==> src/rtl/pe_mac_sequencer.sv <==
// pe_mac_sequencer: runs dot-product jobs through one PE, owning its accumulator feedback and capturing the formatted result
module pe_mac_sequencer #(
  parameter int WIDTH_DATA = 16,
  parameter int WIDTH_MDATA = 32,
  parameter int WIDTH_LEN = 8,
  parameter int MAC_LAT = 1,
  parameter int FMT_LAT = 1
) (
  input  logic                   clk,
  input  logic                   rst,
  input  logic                   job_valid,
  output logic                   job_ready,
  input  logic [WIDTH_LEN-1:0]   job_len,
  input  logic                   op_valid,
  output logic                   op_ready,
  input  logic [WIDTH_DATA-1:0]  op_a,
  input  logic [WIDTH_DATA-1:0]  op_b,
  output logic                   pe_format_en,
  output logic [WIDTH_DATA-1:0]  pe_data_a,
  output logic [WIDTH_DATA-1:0]  pe_data_b,
  output logic [WIDTH_MDATA-1:0] pe_data_m_o,
  input  logic [WIDTH_MDATA-1:0] pe_data_m_i,
  input  logic [WIDTH_DATA-1:0]  pe_data_o,
  output logic                   res_valid,
  input  logic                   res_ready,
  output logic [WIDTH_DATA-1:0]  res_data,
  output logic                   busy
);
  localparam int TW = $clog2((MAC_LAT > FMT_LAT ? MAC_LAT : FMT_LAT) + 1);
  typedef enum logic [2:0] {IDLE, ACC, DRAIN, FMT, WAIT, OUT} state_t;
  state_t state;
  logic [WIDTH_LEN-1:0] len, cnt;
  logic [TW-1:0] tmr;
  logic first;
  assign job_ready = state == IDLE && !rst;
  assign op_ready = state == ACC && op_valid && !rst;
  assign busy = state != IDLE;
  assign pe_format_en = state == FMT;
  assign res_valid = state == OUT;
  assign pe_data_a = op_ready ? op_a : '0;
  assign pe_data_b = op_ready ? op_b : '0;
  assign pe_data_m_o = (state inside {ACC, DRAIN, FMT, WAIT}) && !first ? pe_data_m_i : '0;
  always_ff @(posedge clk)
    if (rst) begin
      state <= IDLE;
      len <= '0;
      cnt <= '0;
      tmr <= '0;
      first <= 1'b0;
      res_data <= '0;
    end else
      case (state)
        IDLE: if (job_valid) begin
          len <= job_len;
          cnt <= '0;
          first <= 1'b1;
          if (job_len == '0) res_data <= '0;
          state <= job_len == '0 ? OUT : ACC;
        end
        ACC: if (op_valid) begin
          first <= 1'b0;
          cnt <= cnt + 1'b1;
          if (cnt == len - WIDTH_LEN'(1)) begin
            tmr <= '0;
            state <= DRAIN;
          end
        end
        DRAIN: begin
          tmr <= tmr + 1'b1;
          if (int'(tmr) + 1 == MAC_LAT) state <= FMT;
        end
        FMT: begin
          tmr <= '0;
          if (FMT_LAT == 1) res_data <= pe_data_o;
          state <= FMT_LAT == 1 ? OUT : WAIT;
        end
        WAIT: begin
          tmr <= tmr + 1'b1;
          if (int'(tmr) + 2 == FMT_LAT) begin
            res_data <= pe_data_o;
            state <= OUT;
          end
        end
        OUT: if (res_ready) state <= IDLE;
        default: state <= IDLE;
      endcase
endmodule

==> config.mk <==
export PLATFORM = sky130hd
export DESIGN_NAME = pe_mac_sequencer
export DESIGN_NICKNAME = d
export VERILOG_FILES = /design/src/rtl/pe_mac_sequencer.sv
export SDC_FILE = /design/constraint.sdc
export NUM_CORES = 1
export LEC_CHECK = 0
export CORE_ASPECT_RATIO = 2
export CORE_MARGIN = 3
export CORE_UTILIZATION = 34
export DETAILED_ROUTE_END_ITERATION = 8
export GPL_TIMING_DRIVEN = 0
export PLACE_DENSITY = 0.82
export SLEW_MARGIN = 40
export SYNTH_ARGS = -nofsm -noshare
export SYNTH_HDL_FRONTEND = slang
export SYNTH_SLANG_ARGS = --single-unit
==> constraint.sdc <==
create_clock -name clk -period 2.4 [get_ports clk]
set_input_delay 0.48 -clock clk [delete_from_list [all_inputs] [get_ports clk]]
set_output_delay 0.48 -clock clk [all_outputs]
set_load 0.03 [all_outputs]
After elaboration in Yosys (flattened, before gate mapping)
Cells that the tools add are included.
{"block": "totals", "reg_bits": 37, "rom_bits": 0, "memories": 0, "word_cells": 69, "latchBits": 0, "mem_bits_rw": 0}
{"block": "classes", "mul": 0, "bitwise": 0, "muxes": 24, "reduce_logical": 19, "add_sub_neg": 5, "n_eq_ne": 15, "div_mod_pow": 0, "order_cmp": 0, "shift": 0}
{"op": "two-way mux 16 bit", "count": 5}
{"op": "one-hot mux 16 bit (3 select lines)", "count": 1}
{"op": "two-way mux 32 bit", "count": 1}
{"op": "two-way mux 3 bit", "count": 7}
{"op": "one-hot mux 3 bit (6 select lines)", "count": 1}
{"op": "two-way mux 8 bit", "count": 2}
{"op": "one-hot mux 8 bit (2 select lines)", "count": 1}
{"op": "inequality test 2 x 1 -> 1 bit, second input constant", "count": 5}
{"op": "nonzero test 3 bit", "count": 3}
{"op": "adder 8 x 1 -> 8 bit, second input constant", "count": 1}
{"op": "== test 8 bit", "count": 1}
{"op": "logical NOT 8 bit", "count": 1}
{"op": "subtractor 8 x 1 -> 8 bit, second input constant", "count": 1}
{"op": "== test 3 x 1 -> 1 bit, second input constant", "count": 2}
{"op": "== test 3 x 2 -> 1 bit, second input constant", "count": 2}
{"op": "== test 3 bit, second input constant", "count": 2}
{"op": "AND reduction 3 bit", "count": 2}
{"op": "AND reduction 6 bit", "count": 1}
{"op": "logical AND 1 bit", "count": 4}
{"op": "two-way mux 1 bit", "count": 4}
{"op": "inequality test 2 bit, second input constant", "count": 2}
{"op": "AND reduction 4 bit", "count": 1}
{"op": "nonzero test 4 bit", "count": 1}
{"op": "adder 1 x 2 -> 3 bit, second input constant", "count": 1}
{"op": "other kinds (10)", "count": 11}

Longest topological paths before layout
{"block": "depth", "ltp_word": 5, "mapped_depth": 8, "ltp_nobuf": 7}

Least setup slack after synthesis
OpenSTA, ideal clock, no wires.
{"block": "synth_timing", "path_kind": "flip-flop to output port", "start": "reg state[1]", "end": "out pe_data_b[10]", "n_path_buf": 2, "t_arrival_ns": 1.892, "stages_incl_launch_ff": 7, "setup_slack_ns": 0.028, "cell_sequence": "dfxtp_1 clkbuf_1 nand2b_1 nand3b_1 nor2_1 clkbuf_1 and2_1"}
{"block": "synth_via", "elab_chain_len": 4}
{"element": "start, declared", "line_no": "31", "source": "state_t state;"}
{"element": "start signal, assigned", "line_no": "58", "source": "state <= job_len == '0 ? OUT : ACC;"}
{"element": "start signal, assigned", "line_no": "75", "source": "state <= FMT_LAT == 1 ? OUT : WAIT;"}
{"element": "== test 3 x 1 -> 1 bit", "line_no": "36", "source": "assign op_ready = state == ACC && op_valid && !rst;"}
{"element": "logical AND 1 bit (2 in a row)", "line_no": "36"}
{"element": "named net op_ready", "line_no": "15", "source": "output logic op_ready,"}
{"element": "two-way mux 16 bit", "line_no": "41", "source": "assign pe_data_b = op_ready ? op_b : '0;"}
{"element": "end, declared", "line_no": "20", "source": "output logic [WIDTH_DATA-1:0] pe_data_b,"}
The timed path passes the listed nets, and every way through them passes these cells.

Worst setup path in the final report
{"block": "layout_timing", "start": "reg state[1]", "end": "out pe_data_a[8]"}
{"block": "layout_via", "elab_chain_len": 4}
{"element": "== test 3 x 1 -> 1 bit", "line_no": "36"}
{"element": "logical AND 1 bit (2 in a row)", "line_no": "36"}
{"element": "two-way mux 16 bit", "line_no": "40", "source": "assign pe_data_a = op_ready ? op_a : '0;"}
{"element": "end, declared", "line_no": "19", "source": "output logic [WIDTH_DATA-1:0] pe_data_a,"}
No other way between the ends.

==> flow_summary.toml <==
[yosys]
synth_xor_area_frac = 0.0575
synth_seq_cells = 37
synth_area_leaders = "dfxtp_1, and2_1, a21oi_1"
synth_compound_area_frac = 0.127
syn_area_um2 = 2280
seq_area_frac_synth = 0.324
synth_top_family_by_area = "simple AND/OR/NAND/NOR gates"
syn_avg_cell_area_um2 = 7.54
synth_cell_types = 43
synth_top_area_share = 0.324
synth_nets = 398
synthSimpleGateAreaFrac = 0.409
muxShareOfSynthArea = 0.00876
synth_cells = 303
synthAdderAreaFrac = 0.0110
yosys_warnings = 0
synth_largest_area_cell = "dfxtp_1"

[routing]
ant_nets = 0
wl_per_cell_um = 16.2
drt_iter0_drc = 112
drc_errors = 0
firstDrtPassIters = 4
via_per_inst = 5.02
wl_mm = 9.29
vias = 2879

[cells_and_area]
fin_nets = 582
drive_above_1_share = 0.193
design_area_um2 = 4090
mostFrequentLayoutCell = "clkdlybuf4s50_1"
synthToLayoutAreaGrowth_pct = 79.1
finalNonFillerCells = 574
mostFrequentLayoutCells = "clkdlybuf4s50_1, and2_1, buf_2"

[die]
coreArea_um2 = 6410
die_y_um = 122
rows = 41
dieWidth_um = 64.0
die-area_um2 = 7800
start_util = 0.356
ios = 178

[sta]
worst_slack_ns = 0.0404
hold_violations = 0
fmax_ghz = 0.424
worst_pin_slew_ns = 0.543
maxSlewViolCount = 0
setup_viol = 0
layout_min_cycle_time_ns = 2.36
post-route-period-util = 0.983
hold_ws_ns = 0.458
clock_skew_ns = 0.00257
rsz0062_at_grt = "yes"
max_slew_margin = 0.635

[placed_design]
pre_cts_slack_ns = -0.777
portBuffers = 176
dp_hpwl_mm = 7.73
dp_cells = 565
place_congestion = 0.885
placed_cell_area_um2 = 4150

[clock_tree]
htreeDepth = 2
hold_buffers = 0
cts_buffer_depth = 2
cts.sinks = 37
cts-root-buf = "clkbuf_16"
cts_buffers = 5
cts_tree = "yes"
clk_pin_slew_ns = 0.05
clk_latency_ns = 0.28

[power]
swShare = 0.273
clockPowerShare = 0.364
total_power_mw = 1.76
power_switching_uw = 480
leakagePower_nw = 1.73
powerDensity_nw_per_um2 = 429
p_int_mw = 1.28
p_seq_frac = 0.365
ir_drop_uv = 261
pwr-share-comb = 0.270

[global_routing]
antenna_found_initial = 1
track_usage = 0.242
busiest_layer = "met2"
met1_usage = 0.230
grt_remaining_overflow = 0
grt_pass1_wl_mm = 14.7
gr-usage-met2 = 0.475
met3_usage = 0.0701
grt_start_max_net_pins = 11
grt_pass1_vias = 3040

[min_path]
min-delay-path-class = "flip-flop to flip-flop"
min-delay-start = "res_data[9]$_SDFFE_PP0P_"
whs_path_depth = 2
min_to = "res_data[9]$_SDFFE_PP0P_"

[critical_path]
reg2reg_to = "tmr$_SDFFE_PP0P_"
crit_path_start_kind = "flip-flop"
rr_worst_depth = 6
critPathKind = "flip-flop to output port"
end_kind = "output port"
crit_required_ns = 1.92
r2r_slack_ns = 0.38
cp.arrival_ns = 1.88
r2r_start = "len[0]$_SDFFE_PP0P_"
path_max_fanout = 10

[status]
outcome = "complete, no violations"

[flow_run]
maxCapViolations = 0
[power groups by stage]
stage | Combinational [mW] | Clock [mW] | Sequential, mW
floorplan | 0.233 | 0 | 0.650
global placement | 0.497 | 0 | 0.654
detailed placement | 0.503 | 0 | 0.654
CTS | 0.490 | 0.647 | 0.642
global route | 0.510 | 0.674 | 0.643
finish | 0.475 | 0.640 | 0.642
[synth_stat cells (all sizes together)]
cell type   n
and2       65
dfxtp      37
nand2      37
a21oi      32
clkbuf     20
nand4      20
nor2       18
xor2       11
nor3        8
inv         6
nand3       4
xnor2       4
a211oi      3
and3        3
buf         3
o21ai       3
and2b       2
ha          2
mux2i       2
nand2b      2
nand3b      2
nor3b       2
nor4        2
a2111oi     1
a211o       1
a21o        1
a221oi      1
a31o        1
a31oi       1
and3b       1
nor2b       1
nor4b       1
o211ai      1
o21a        1
o21bai      1
o311a       1
or2b        1
or4         1
[state kept, by name (all words and copies together), names as in the netlist]
signal    flops
state         3
res_data     16
len           8
first         1
cnt           8
tmr           1
[critical path, cell delays in order (launching register included)]
cell,delay (ns)
dfxtp_2,0.38
nand2b_2,0.24
nand3b_1,0.24
nor2_4,0.20
buf_2,0.19
and2_1,0.15
buf_2,0.20
[stage by stage]
stage / setup TNS (ns) / util
5_1_grt: -0.100 / 0.638
6_report: 0 / 0.638
3_5_place_dp: -41.04 / 0.648
2_1_floorplan: 0 / -
3_3_place_gp: -38.72 / 0.648
4_1_cts: -0.364 / 0.658
[layout make-up]
| type | instances | area (um2) |
|---|---|---|
| fillers | 589 | 2320 |
| repair buffers | 178 | 1520 |
| multi-input cells | 237 | 1420 |
| flip-flops and latches | 37 | 742 |
| clock buffers | 7 | 143 |
| plain buffers | 22 | 131 |
| well taps | 86 | 108 |
| inverters | 6 | 22.5 |
| diodes | 1 | 2.50 |
[logic make-up (layout without fill, tap and decap cells)]
kind of cell,Yosys count,in the layout
simple gates,170,170
mux,2,2
buf+inv,29,213
compound gates,48,48
fa+ha+maj,2,2
xor+xnor,15,15
other cells,0,1
flops,37,37
[layer usage]
metal / vias up / part of all wire
met5: - / 0
met4: 0 / 0.024
met3: 17 / 0.081
met2: 150 / 0.57
met1: 1328 / 0.33
li1: 1384 / -
[timing repair]
item	CTS	global route
gates resized for setup	252	74
endpoints found under the setup margin	68	62
gates cloned	0	0
pin swaps	2	2
setup buffers	2	0
[worst max path at each step]
stage	to	from	cells after the start	slack [ns]
floorplan	pe_data_b[10]	state[1]$_SDFFE_PP0P_	6	0.03
global placement	pe_data_b[9]	op_valid	6	-0.79
detailed placement	pe_data_b[9]	op_valid	6	-0.78
CTS	pe_data_m_o[3]	state[0]$_SDFFE_PP0P_	7	-0.04
global route	pe_data_a[1]	state[1]$_SDFFE_PP0P_	6	-0.02
finish	pe_data_a[8]	state[1]$_SDFFE_PP0P_	6	0.04
Note: power is estimated with default switching activity, not from simulation.
